===== src/rtl/cpu_step_ctrl_pkg.sv =====
// Shared encodings for the debug run-control block: run-state codes and rate limits.
package cpu_step_ctrl_pkg;

  typedef enum logic [1:0] {
    ST_HALT  = 2'b00,
    ST_RUN   = 2'b01,
    ST_BREAK = 2'b10
  } run_state_e;

  localparam logic [1:0] RATE_MAX = 2'd3;

  // Next run-rate index, wrapping back to the slowest rate after the fastest.
  function automatic logic [1:0] next_rate(input logic [1:0] rate);
    return (rate == RATE_MAX) ? 2'd0 : rate + 2'd1;
  endfunction

endpackage


===== src/rtl/cpu_step_ctrl_if.sv =====
// Debug key/run-control bundle between the button front end, the CPU and the run controller.
interface cpu_step_ctrl_if #(
  parameter int unsigned PC_W  = 32,
  parameter int unsigned CNT_W = 16
);

  logic             step_pulse;
  logic             run_pulse;
  logic             rate_pulse;
  logic             bp_en;
  logic [PC_W-1:0]  bp_addr;
  logic [PC_W-1:0]  pc;
  logic             cpu_en;
  logic [1:0]       state;
  logic [1:0]       rate_sel;
  logic [CNT_W-1:0] instr_cnt;

  modport master (
    output step_pulse, run_pulse, rate_pulse, bp_en, bp_addr, pc,
    input  cpu_en, state, rate_sel, instr_cnt
  );

  modport slave (
    input  step_pulse, run_pulse, rate_pulse, bp_en, bp_addr, pc,
    output cpu_en, state, rate_sel, instr_cnt
  );

endinterface


===== src/rtl/cpu_step_rate_div.sv =====
// Run-rate divider: counts while running and flags a tick once every 2^(DIV_W-4*rate_sel) cycles.
module cpu_step_rate_div #(
  parameter int unsigned DIV_W = 26
) (
  input  logic       clk,
  input  logic       rst,
  input  logic       run,
  input  logic       clear,
  input  logic [1:0] rate_sel,
  output logic       tick
);

  logic [DIV_W-1:0] div_q, div_d;
  logic [DIV_W-1:0] mask;
  logic [3:0]       shamt;

  always_comb begin
    div_d = div_q;
    if (clear) begin
      div_d = '0;
    end else if (run) begin
      div_d = div_q + DIV_W'(1);
    end
  end

  // Each rate step drops four divider bits from the tick compare, i.e. 16x faster.
  always_comb begin
    shamt = {rate_sel, 2'b00};
    mask  = {DIV_W{1'b1}} >> shamt;
    tick  = ((div_q & mask) == mask);
  end

  always_ff @(posedge clk) begin
    if (rst) begin
      div_q <= '0;
    end else begin
      div_q <= div_d;
    end
  end

endmodule


===== src/rtl/cpu_step_ctrl.sv =====
// Debug run control: turns debounced key pulses into one-instruction CPU enables,
// with free-run at four rates, a PC breakpoint and an executed-instruction counter.
module cpu_step_ctrl
  import cpu_step_ctrl_pkg::*;
#(
  parameter int unsigned DIV_W = 26,
  parameter int unsigned PC_W  = 32,
  parameter int unsigned CNT_W = 16
) (
  input logic            clk,
  input logic            rst,
  cpu_step_ctrl_if.slave dbg
);

  run_state_e       state_q, state_d;
  logic [1:0]       rate_q, rate_d;
  logic [CNT_W-1:0] cnt_q, cnt_d;
  logic             en_q, en_d;
  logic             skip_q, skip_d;

  logic             tick;
  logic             div_run;
  logic             div_clear;
  logic [PC_W-1:0]  pc_cmp;
  logic [PC_W-1:0]  bp_cmp;
  logic             bp_hit;

  assign div_run   = (state_q == ST_RUN);
  assign div_clear = (state_q != ST_RUN) && (state_d == ST_RUN);

  cpu_step_rate_div #(
    .DIV_W (DIV_W)
  ) u_rate_div (
    .clk      (clk),
    .rst      (rst),
    .run      (div_run),
    .clear    (div_clear),
    .rate_sel (rate_q),
    .tick     (tick)
  );

  assign pc_cmp = dbg.pc;
  assign bp_cmp = dbg.bp_addr;
  assign bp_hit = dbg.bp_en && (pc_cmp == bp_cmp);

  // run_pulse is tested first in every state so it always beats a same-cycle step_pulse.
  always_comb begin
    state_d = state_q;
    en_d    = 1'b0;
    skip_d  = skip_q;
    rate_d  = dbg.rate_pulse ? next_rate(rate_q) : rate_q;

    unique case (state_q)
      ST_HALT: begin
        if (dbg.run_pulse) begin
          state_d = ST_RUN;
          skip_d  = 1'b1;
        end else if (dbg.step_pulse) begin
          en_d = 1'b1;
        end
      end
      ST_RUN: begin
        if (dbg.run_pulse) begin
          state_d = ST_HALT;
        end else if (tick) begin
          // Stop in front of the breakpoint, unless we are resuming from it.
          if (bp_hit && !skip_q) begin
            state_d = ST_BREAK;
          end else begin
            en_d   = 1'b1;
            skip_d = 1'b0;
          end
        end
      end
      ST_BREAK: begin
        if (dbg.run_pulse) begin
          state_d = ST_RUN;
          skip_d  = 1'b1;
        end else if (dbg.step_pulse) begin
          en_d    = 1'b1;
          state_d = ST_HALT;
        end
      end
      default: begin
        state_d = ST_HALT;
      end
    endcase

    cnt_d = cnt_q + CNT_W'(en_d);
  end

  always_ff @(posedge clk) begin
    if (rst) begin
      state_q <= ST_HALT;
      rate_q  <= 2'd0;
      cnt_q   <= '0;
      en_q    <= 1'b0;
      skip_q  <= 1'b0;
    end else begin
      state_q <= state_d;
      rate_q  <= rate_d;
      cnt_q   <= cnt_d;
      en_q    <= en_d;
      skip_q  <= skip_d;
    end
  end

  assign dbg.cpu_en    = en_q;
  assign dbg.state     = state_q;
  assign dbg.rate_sel  = rate_q;
  assign dbg.instr_cnt = cnt_q;

endmodule


===== src/flat_wrapper.sv =====
// flat-port wrapper written by rule: the top's interface ports become plain ports
module cpu_step_ctrl_flat import cpu_step_ctrl_pkg::*;
#(
  parameter int unsigned DIV_W = 26,
  parameter int unsigned PC_W  = 32,
  parameter int unsigned CNT_W = 16
)
  (clk, rst, dbg_step_pulse, dbg_run_pulse, dbg_rate_pulse, dbg_bp_en, dbg_bp_addr, dbg_pc, dbg_cpu_en, dbg_state, dbg_rate_sel, dbg_instr_cnt);
  cpu_step_ctrl_if #(.PC_W(PC_W), .CNT_W(CNT_W)) dbg_i ();
  input logic clk;
  input logic rst;
  input wire logic [$bits(dbg_i.step_pulse)-1:0] dbg_step_pulse;
  input wire logic [$bits(dbg_i.run_pulse)-1:0] dbg_run_pulse;
  input wire logic [$bits(dbg_i.rate_pulse)-1:0] dbg_rate_pulse;
  input wire logic [$bits(dbg_i.bp_en)-1:0] dbg_bp_en;
  input wire logic [$bits(dbg_i.bp_addr)-1:0] dbg_bp_addr;
  input wire logic [$bits(dbg_i.pc)-1:0] dbg_pc;
  output wire logic [$bits(dbg_i.cpu_en)-1:0] dbg_cpu_en;
  output wire logic [$bits(dbg_i.state)-1:0] dbg_state;
  output wire logic [$bits(dbg_i.rate_sel)-1:0] dbg_rate_sel;
  output wire logic [$bits(dbg_i.instr_cnt)-1:0] dbg_instr_cnt;
  assign dbg_i.step_pulse = dbg_step_pulse;
  assign dbg_i.run_pulse = dbg_run_pulse;
  assign dbg_i.rate_pulse = dbg_rate_pulse;
  assign dbg_i.bp_en = dbg_bp_en;
  assign dbg_i.bp_addr = dbg_bp_addr;
  assign dbg_i.pc = dbg_pc;
  assign dbg_cpu_en = dbg_i.cpu_en;
  assign dbg_state = dbg_i.state;
  assign dbg_rate_sel = dbg_i.rate_sel;
  assign dbg_instr_cnt = dbg_i.instr_cnt;
  cpu_step_ctrl #(.DIV_W(DIV_W), .PC_W(PC_W), .CNT_W(CNT_W)) u_core (.clk(clk), .rst(rst), .dbg(dbg_i));
endmodule

===== config.mk =====
export PLATFORM = sky130hd
export DESIGN_NAME = cpu_step_ctrl_flat
export DESIGN_NICKNAME = d
export VERILOG_FILES = /design/src/rtl/cpu_step_ctrl_pkg.sv /design/src/rtl/cpu_step_ctrl_if.sv /design/src/rtl/cpu_step_rate_div.sv /design/src/rtl/cpu_step_ctrl.sv /design/src/flat_wrapper.sv
export SDC_FILE = /design/constraint.sdc
export NUM_CORES = 1
export LEC_CHECK = 0
export BUFFER_PORTS_ARGS = -buffer_cell sky130_fd_sc_hd__buf_2
export CORE_MARGIN = 4
export CORE_UTILIZATION = 52
export CTS_BUF_LIST = sky130_fd_sc_hd__clkbuf_8
export DETAILED_ROUTE_END_ITERATION = 8
export PLACE_DENSITY_LB_ADDON = 0.05
export SETUP_SLACK_MARGIN = 0.05
export SLEW_MARGIN = 20
export SYNTH_ARGS = -nofsm -noshare
export SYNTH_HDL_FRONTEND = slang
export SYNTH_SLANG_ARGS = --single-unit

===== constraint.sdc =====
create_clock -name clk -period 3.7 [get_ports clk]
set_input_delay 0.74 -clock clk [delete_from_list [all_inputs] [get_ports clk]]
set_output_delay 0.74 -clock clk [all_outputs]
set_load 0.05 [all_outputs]

---- After elaboration in Yosys (flattened, before gate mapping) ----
Index checks and enable logic that the tools add are counted.
operators by class
  reductions and logical operators ........ 9
  $add $sub $neg .......................... 3
  muxes and demuxes ....................... 19
  bitwise operators ....................... 1
  equality and inequality tests ........... 11
  shift operators ......................... 1
operator list
  operator                 count
  $eq A32 B32 Y1           1
  $add A26 B1 Y26 const B  1
  $and A26 B26 Y26         1
  $eq A26 B26 Y1           1
  $shr A26 B4 Y26 const A  1
  $add A16 B1 Y16          1
  $mux W2                  7
  $mux W1                  9
  $ne A2 B1 Y1 const B     3
  $pmux W2 S3              1
  $reduce_and A5 Y1        1
  $eq A2 B1 Y1 const B     2
  $eq A2 B2 Y1 const B     2
  $ne A2 B2 Y1 const B     2
  $pmux W1 S2              2
  $reduce_or A2 Y1         2
  $logic_and A1 B1 Y1      3
  $add A2 B1 Y2 const B    1
  $logic_not A2 Y1         1
  $reduce_bool A2 Y1       1
  $logic_not A1 Y1         1
word-level totals
  output and inout bits ................... 21
  bits of input ports ..................... 70
  register bits after elaboration ......... 48
  word-level logic and storage cells ...... 50

---- Logic depth before layout (Yosys ltp) ----
Gate-level depths: netlist of the first run.
  depth after elaboration ................. 10
  mapped depth ............................ 12
  gate-level depth less buffers ........... 12

---- Hierarchy ----
From an unflattened synthesis of the first run, not the netlist that was laid out.
second synthesis, totals
  cells, all modules ...................... 299
  area, all modules ....................... 2623.8 um^2
by module, submodules not included
  module             seq. area each (um^2)  cells an instance  times used  area an instance (um^2)
  cpu_step_rate_div  520.5                  154                1           1348.8
  cpu_step_ctrl      440.4                  145                1           1275.0

---- Worst setup path after synthesis of the first run ----
OpenSTA, ideal clock, no wires.
  kind .................................... input-to-reg
  start ................................... in dbg_bp_addr[2]
  end ..................................... reg u_core.cnt_q[12], in the netlist u_core.dbg.instr_cnt[12]
  path slack .............................. 774 ps
  required time ........................... 3572 ps
  path buffers ............................ 0
  stages .................................. 12
  setup time .............................. 128 ps
  arrival time ............................ 2799 ps
  cells stage by stage .................... xor2_1 > nor4_1 > nand4_1 > or3_1 > a22o_1 > ha_1 > ha_1 > nand3_1 > nor4_1 > nand2_1 > xor2_1 > nor2_1
on the way
  word-level cells in the longest chain between the ends .. 8
RTL lines
  item                  line                  source
  from (decl)           flat_wrapper.sv:16    input wire logic [$bits(dbg_i.bp_addr)-1:0] dbg_bp_addr;
  $eq A32 B32 Y1        cpu_step_ctrl.sv:44   assign bp_hit = dbg.bp_en && (pc_cmp == bp_cmp);
  $logic_and A1 B1 Y1   cpu_step_ctrl.sv:44
  $logic_and A1 B1 Y1   cpu_step_ctrl.sv:67   if (bp_hit && !skip_q) begin
  $mux W1               cpu_step_ctrl.sv:67
  $mux W1               cpu_step_ctrl.sv:65   end else if (tick) begin
  $mux W1               cpu_step_ctrl.sv:63   if (dbg.run_pulse) begin
  $pmux W1 S2           cpu_step_ctrl.sv:53   unique case (state_q)
  via u_core.en_d       cpu_step_ctrl.sv:18   logic en_q, en_d;
  $add A16 B1 Y16       cpu_step_ctrl.sv:89   cnt_d = cnt_q + CNT_W'(en_d);
  to (signal assigned)  cpu_step_ctrl.sv:102  cnt_q <= cnt_d;
  to (decl)             cpu_step_ctrl.sv:17   logic [CNT_W-1:0] cnt_q, cnt_d;
The timed path passes the listed nets, and every way through them passes these cells.
A chain may end at the register's enable or synchronous reset.

---- Worst setup path after layout of the first run ----
  start ................................... reg u_core.u_rate_div.div_q[0]
  end ..................................... reg u_core.cnt_q[15], in the netlist u_core.dbg.instr_cnt[15]
on the way
  word-level cells in the longest chain between the ends .. 6
RTL lines
  item                    line                     source
  from (decl)             cpu_step_rate_div.sv:13  logic [DIV_W-1:0] div_q, div_d;
  from (signal assigned)  cpu_step_rate_div.sv:37  div_q <= div_d;
  $and A26 B26 Y26        cpu_step_rate_div.sv:30  tick = ((div_q & mask) == mask);
  $eq A26 B26 Y1          cpu_step_rate_div.sv:30
  $mux W1                 cpu_step_ctrl.sv:65
  $mux W1                 cpu_step_ctrl.sv:63
  $pmux W1 S2             cpu_step_ctrl.sv:53
  via u_core.en_d         cpu_step_ctrl.sv:18
  $add A16 B1 Y16         cpu_step_ctrl.sv:89
The timed path passes the listed nets, and every way through them passes these cells.

==> key figures, run 1 <==
Clock tree
  – Clk Latency, worst-skew pair: 0.29 ns
  – Setup Fix Bufs, Post-CTS: 0
  – Clock Tree Root: clkbuf_8
  – Inserted Clock Buffers: 5
  – Clock tree buffer depth: 2
  – CTS Sinks: 48
  – # H-tree levels: 2
  – CTS tree: yes
  – Hold buffers post-CTS: 0
  – CTS clk-pin slew, worst paths: 0.09 ns
  – Post-cts gate resize count: 0

STA
  – Final setup TNS: 0 ns
  – Hold Vio Cnt, Final: 0
  – RSZ-0062 raised after global routing: no
  – Worst-Margin Slew: 0.870 ns
  – Final Setup Violations: 0
  – Skew final: 0.00594 ns
  – Fmax: 0.338 GHz
  – Fin. max-slew vios: 0
  – Max-slew headroom at the worst pin: 0.419
  – Crit share post-route: 0.800
  – Min Tclk post-route: between 2 and 3 ns

Critical path
  – Worst EP arrival: 3.14 ns
  – Startpoint Class: flop
  – Crit Path Max Fanout: 8
  – Worst path required time: 3.87 ns
  – Crit Path Class: reg -> reg
  – CP Capture Type: flop

Drt
  – Metal-1 WL: 2.42 mm
  – DR top layer: met4
  – Drt first pass iters: 4
  – WL/cell: 12.2 um
  – Met3 WL: 402 um
  – Post-DRT Antenna Nets: 0
  – Met2 WL: 2.66 mm
  – Vias: approximately 2300
  – WL final: 5.51 mm
  – DR iter-0 viols: 78
  – Vias per cell: slightly above 5
  – DRC Markers: 0

Synth
  – Mapped cell area: around 2600 um2
  – Mapped Cells: 293
  – Yosys cell types: 40
  – Avg Synthesized Cell Area: 8.81 um2
  – Register area share after synthesis: 0.372
  – Yosys warning total: 0
  – Post-Syn Nets: 370
  – FF+latch count, synth: 48

Layout
  – Commonest cells after routing, fill and taps aside: 90 x buf_2, 49 x xor2_1, 48 x dfxtp_1, 42 x nor2_1, 19 x xnor2_1
  – Most common cell after layout, fill and taps aside: buf_2
  – Antenna cells: 0
  – Area grow syn2layout: 24.2%
  – Share of cells above drive strength 1: 0.282
  – Post-route core utilization: 0.674
  – Filler cell count: 405
  – Final layout net count: around 460

Power and ir drop
  – Pleak: ~1.3 nW
  – Maximum VDD drop: 0.175 mV
  – PwrDens: 317 nW/um2

Hold path
  – Hold Crit Class: reg -> reg

Global routing
  – Pin count of the biggest net entering global routing: 27
  – GRT Total Usage: 0.186
  – First-pass GRT wire length: just over 9 mm
  – Initial antenna violation count: 0
  – GRT overflow: 0
  – Vias in the first global route: 2232

Floorplanning
  – Die W: 78.4 um
  – Initial Util: 0.543
  – Num rows: 25
  – Core Region: 4750 um2
  – Die Span Y: 78.4 um
  – Io pins: 91
  – Die area: 6150 um2

Place
  – Final Wtd Congestion: between 0.7 and 0.8
  – Dpl hpwl: approximately 4.4 mm
  – Port Buffers: 90

Job
  – Max-cap violations: 0

Status
  – Status: finished, final reports clean
[sequential cells by signal (all words and copies together) (netlist names)]
| signal | count |
|---|---|
| u_core.dbg.instr_cnt | 16 |
| u_core.skip_q | 1 |
| u_core.dbg.state | 2 |
| u_core.dbg.rate_sel | 2 |
| u_core.dbg.cpu_en | 1 |
| u_core.u_rate_div.div_q | 26 |
[path summary, 6_finish.rpt]
check / cells past startpoint / slack [ns] / endpoint / start
max: 12 / 0.74 / u_core.dbg.instr_cnt[15] / u_core.u_rate_div.div_q[0]
min reg2reg: 2 / 0.48 / u_core.u_rate_div.div_q[1] / u_core.u_rate_div.div_q[1]
min: 2 / 0.48 / u_core.u_rate_div.div_q[1] / u_core.u_rate_div.div_q[1]
max reg2reg: 12 / 0.74 / u_core.dbg.instr_cnt[15] / u_core.u_rate_div.div_q[0]
[kinds of logic after synthesis]
kind of cell / Yosys count / share of synthesized area
buf+inv: 14 / 0.0233
xor+xnor: 68 / 0.231
flops: 48 / 0.372
simple gates: 137 / 0.294
fa+ha+maj: 7 / 0.0339
mux: 1 / 0.00388
compound gates: 18 / 0.0412
[per-layer routing]
layer	global-route usage	vias up
met5	0	-
met4	0.0490	0
met3	0.0539	2
met2	0.331	72
met1	0.218	1035
li1	-	1186
[synth_stat cells]
master     count  area share
a21oi_1        9       0.017
a22o_1         1      0.0034
a2bb2oi_1      1      0.0034
a32o_1         1      0.0039
and2_1         1      0.0024
and2b_1        1      0.0029
and3_1         3      0.0073
and4_1         4       0.014
and4bb_1       1      0.0048
buf_1          2      0.0029
buf_6          1      0.0044
clkbuf_1       4      0.0058
dfxtp_1       48        0.37
ha_1           7       0.034
inv_1          7       0.010
mux2i_1        1      0.0039
nand2_1       17       0.025
nand2b_1       2      0.0048
nand2b_2       1      0.0034
nand3_1       16       0.031
nand3b_1       2      0.0058
nand4_1       12       0.029
nand4b_1       2      0.0068
nor2_1        42       0.061
nor2_2         1      0.0024
nor2b_1        4      0.0097
nor3_1         5      0.0097
nor3_2         5       0.019
nor3b_1        1      0.0029
nor4_1         9       0.022
nor4_2         1      0.0048
nor4_4         1      0.0082
nor4b_1        1      0.0034
o21ai_0        3      0.0058
o21ai_1        2      0.0039
o31a_1         1      0.0034
or3_1          4      0.0097
or4_4          1      0.0044
xnor2_1       19       0.065
xor2_1        49        0.17
[critical path, stage by stage, from the launching register on]
cell      delay (ns)
dfxtp_1         0.38
ha_1            0.23
nand4_1         0.13
nor4_2          0.14
buf_4           0.20
and4bb_1        0.27
a22o_1          0.16
ha_1            0.22
nand4_1         0.13
nor4_1          0.60
nand3_1         0.17
xor2_1          0.16
nor2_1          0.05
[stage by stage]
step           setup WS (ns)  instances  power (mW)  instance area, um2  hold slack [ns]
2_1_floorplan          0.774        293       0.606                2580            0.454
3_3_place_gp           0.497        445       0.662                3100            0.464
3_5_place_dp           0.430        445       0.664                3100            0.469
4_1_cts                0.729        453        1.02                3200            0.481
5_1_grt                0.392        453        1.06                3200            0.521
6_report               0.738        453        1.01                3200            0.479
[final cells by class]
cell class / instances / area, um2 / area share
Multi-Input combinational cell: 231 / 1560 / 0.487
Sequential cell: 48 / 961 / 0.300
Timing Repair Buffer: 92 / 465 / 0.145
Tap cell: 67 / 83.8 / 0.0262
Clock buffer: 5 / 68.8 / 0.0215
Clock inverter: 3 / 38.8 / 0.0121
Inverter: 7 / 26.3 / 0.00820
[where the power goes]
part | switching (mW) | internal [mW] | leakage [nW]
combinational | 0.0659 | 0.0567 | 0.890
sequential | 0.00654 | 0.522 | 0.388
clock | 0.166 | 0.198 | 0.0593
No activity file was read; power rests on OpenSTA's default activity.
==> run 2, diff against run 1 <==
==> constraint.sdc (replaced) <==
create_clock -name clk -period 2.8 [get_ports clk]
set_input_delay 0.56 -clock clk [delete_from_list [all_inputs] [get_ports clk]]
set_output_delay 0.56 -clock clk [all_outputs]
set_load 0.05 [all_outputs]
==> key figures, run 2 (same netlist as run 1, synthesis figures left out) <==
STA
  – Min Tclk post-route: 2.57 ns
  – Hold Vio Cnt, Final: 0 (unchanged)
  – Final Setup Violations: 0 (unchanged)
  – WHS: 0.481 ns (+0.00173 ns)
  – Max-slew headroom at the worst pin: 0.744 (+0.325)
  – Skew final: 0.00667 ns (+0.000732 ns)
  – Crit share post-route: 0.917
  – RSZ-0062 raised after global routing: no
  – Fmax: 0.390 GHz
  – Worst-Margin Slew: 0.384 ns (-0.486 ns)
  – Fin. max-slew vios: 0 (unchanged)

Clock tree
  – Inserted Clock Buffers: 5 (unchanged)
  – CTS Sinks: 48 (unchanged)
  – Hold buffers post-CTS: 0 (unchanged)
  – Clk Latency, worst-skew pair: 0.29 ns (about the same)
  – Clock Tree Root: clkbuf_8
  – Clock tree buffer depth: 2 (unchanged)
  – CTS clk-pin slew, worst paths: 0.08 ns (about the same)
  – CTS tree: yes
  – Setup Fix Bufs, Post-CTS: 0 (unchanged)
  – # H-tree levels: 2 (unchanged)

Critical path
  – R2R Setup Slk: 0.28 ns (-0.46 ns)
  – Worst path required time: 2.97 ns (-0.90 ns)
  – CP Capture Type: flop
  – Reg2reg start: u_core.u_rate_div.div_q[0]
  – R2R Path End: u_core.dbg.instr_cnt[8]
  – Cells on worst reg2reg path: 11 (-1)
  – Startpoint Class: primary input
  – Worst EP arrival: 2.74 ns (-0.40 ns)
  – Crit Path Max Fanout: 5 (-3)
  – Crit Path Class: in -> reg

Power and ir drop
  – Sw Ratio: 0.246 (+0.0116)
  – Clk pwr share: 0.301 (-0.057)
  – Switching power: 0.306 mW (+28%)
  – Internal: 0.934 mW (+20%)
  – Seq pwr share: 0.561 (+0.040)
  – Maximum VDD drop: 0.196 mV (+12%)
  – Pleak: 1.42 nW (+6.2%)
  – PwrDens: 374 nW/um2 (+18%)
  – Tot Pwr: 1.24 mW (+22%)
  – Comb power frac: 0.137 (+0.016)

Drt
  – DRC Markers: 0 (unchanged)
  – WL final: 5.62 mm (+2.1%)
  – Drt first pass iters: 4 (unchanged)
  – Vias per cell: 5.02 (-0.84%)
  – WL/cell: 12.1 um (-0.58%)
  – Vias: 2336 (+1.8%)
  – Post-DRT Antenna Nets: 0 (unchanged)
  – DR iter-0 viols: 71 (-9.0%)

Layout
  – Most common cell after layout, fill and taps aside: buf_2
  – Final layout net count: 475 (+2.8%)
  – Area grow syn2layout: 28.5%
  – Post-route cell area: 3320 um2 (+3.5%)
  – Max FFs per register: 26 (unchanged)
  – Share of cells above drive strength 1: 0.319 (+0.0367)
  – Commonest cells after routing, fill and taps aside: 90 x buf_2, 49 x xor2_1, 48 x dfxtp_1, 42 x nor2_1, 19 x xnor2_1
  – Post-route core utilization: 0.697 (+0.0237)
  – Largest Register: u_core.u_rate_div.div_q
  – Antenna cells: 0 (unchanged)

Place
  – Final Wtd Congestion: 0.799 (+6.2%)
  – Port Buffers: 90 (unchanged)
  – Dpl hpwl: 4.43 mm (+1.6%)
  – Post-DP Area: 3190 um2 (+3.2%)

Floorplanning
  – Die Span Y: 78.4 um (unchanged)
  – Die area: 6150 um2 (unchanged)
  – Num rows: 25 (unchanged)
  – Core Region: 4750 um2 (unchanged)
  – Io pins: 91 (unchanged)
  – Initial Util: 0.543 (unchanged)
  – Die W: 78.4 um (unchanged)

Global routing
  – Pin count of the biggest net entering global routing: 27 (unchanged)
  – GRT overflow: 0 (unchanged)
  – GRT Total Usage: 0.191 (+0.00474)
  – First-pass GRT wire length: 9.56 mm (+2.6%)
  – Initial antenna violation count: 0 (unchanged)
  – Vias in the first global route: 2250 (+0.81%)

Job
  – Max-cap violations: 0 (unchanged)

Status
  – Status: finished, final reports clean

Hold path
  – Hold Crit Class: reg -> reg
  – Hold Path Cell Cnt: 2 (unchanged)
  – Hold endpoint: u_core.u_rate_div.div_q[1]
  – Hold Path Origin: u_core.u_rate_div.div_q[1]
## run 2: cell types whose count changed in the layout (fill, tap and decap cells not counted), moves of 2 or more
cell    change
nor4_2      +2
nor4_1      -4
nor4_4      +2
buf_4      +13
## run 2: worst max path at each step
stage                                    end  cells after the start  slack (ns)                         from
floorplan           u_core.dbg.instr_cnt[12]                     12        0.05               dbg_bp_addr[2]
global placement    u_core.dbg.instr_cnt[14]                     13       -0.07              dbg_bp_addr[22]
detailed placement  u_core.dbg.instr_cnt[14]                     13       -0.11              dbg_bp_addr[22]
CTS                 u_core.dbg.instr_cnt[13]                     10        0.14  u_core.u_rate_div.div_q[20]
global route        u_core.dbg.instr_cnt[14]                     13        0.06              dbg_bp_addr[13]
finish              u_core.dbg.instr_cnt[14]                     13        0.23              dbg_bp_addr[13]
## run 2: worst max-delay path: stages
cell and delay (ns):
buf_2 0.11, xor2_1 0.15, nor4_1 0.29, nand4_1 0.13, or3_1 0.40, a22o_1 0.25, ha_2 0.20, ha_1 0.18
nand3_1 0.11, nor4_2 0.06, nand2_1 0.09, xor2_1 0.16, nor2_1 0.06
## run 2: timing repair
item                                    in CTS  in global routing
cloned                                       0                  0
resized for setup                            1                  7
endpoints found under the setup margin       2                  7
pin swaps                                    0                  2
## run 2: per-layer routing
layer | GRT usage | part of all wire
met1 | 0.224 | 0.44
met2 | 0.344 | 0.48
met3 | 0.0482 | 0.073
met4 | 0.0524 | 0.0085
met5 | 0 | 0
## run 2: power by group through the flow
stage          Sequential [mW]  Combinational (mW)  Clock (mW)
2_1_floorplan            0.732              0.0687           0
3_3_place_gp             0.712               0.166           0
3_5_place_dp             0.712               0.169           0
4_1_cts                  0.696               0.170       0.393
5_1_grt                  0.698               0.188       0.419
6_report                 0.696               0.170       0.374
## run 2: cell type report
class	instances	area, um2
Sequential cell	48	961
Inverter	7	26.3
Multi-Input combinational cell	231	1600
Timing Repair Buffer	105	563
Clock inverter	2	8.76
Clock buffer	5	68.8
Tap cell	67	83.8
Fill cell	396	1440
## run 2: metrics by stage
step | instances | setup TNS (ns) | setup slack, ns
4_1_cts | 465 | 0 | 0.145
2_1_floorplan | 293 | 0 | 0.0536
3_5_place_dp | 458 | -0.589 | -0.108
5_1_grt | 465 | 0 | 0.0594
3_3_place_gp | 458 | -0.252 | -0.0715
6_report | 465 | 0 | 0.234
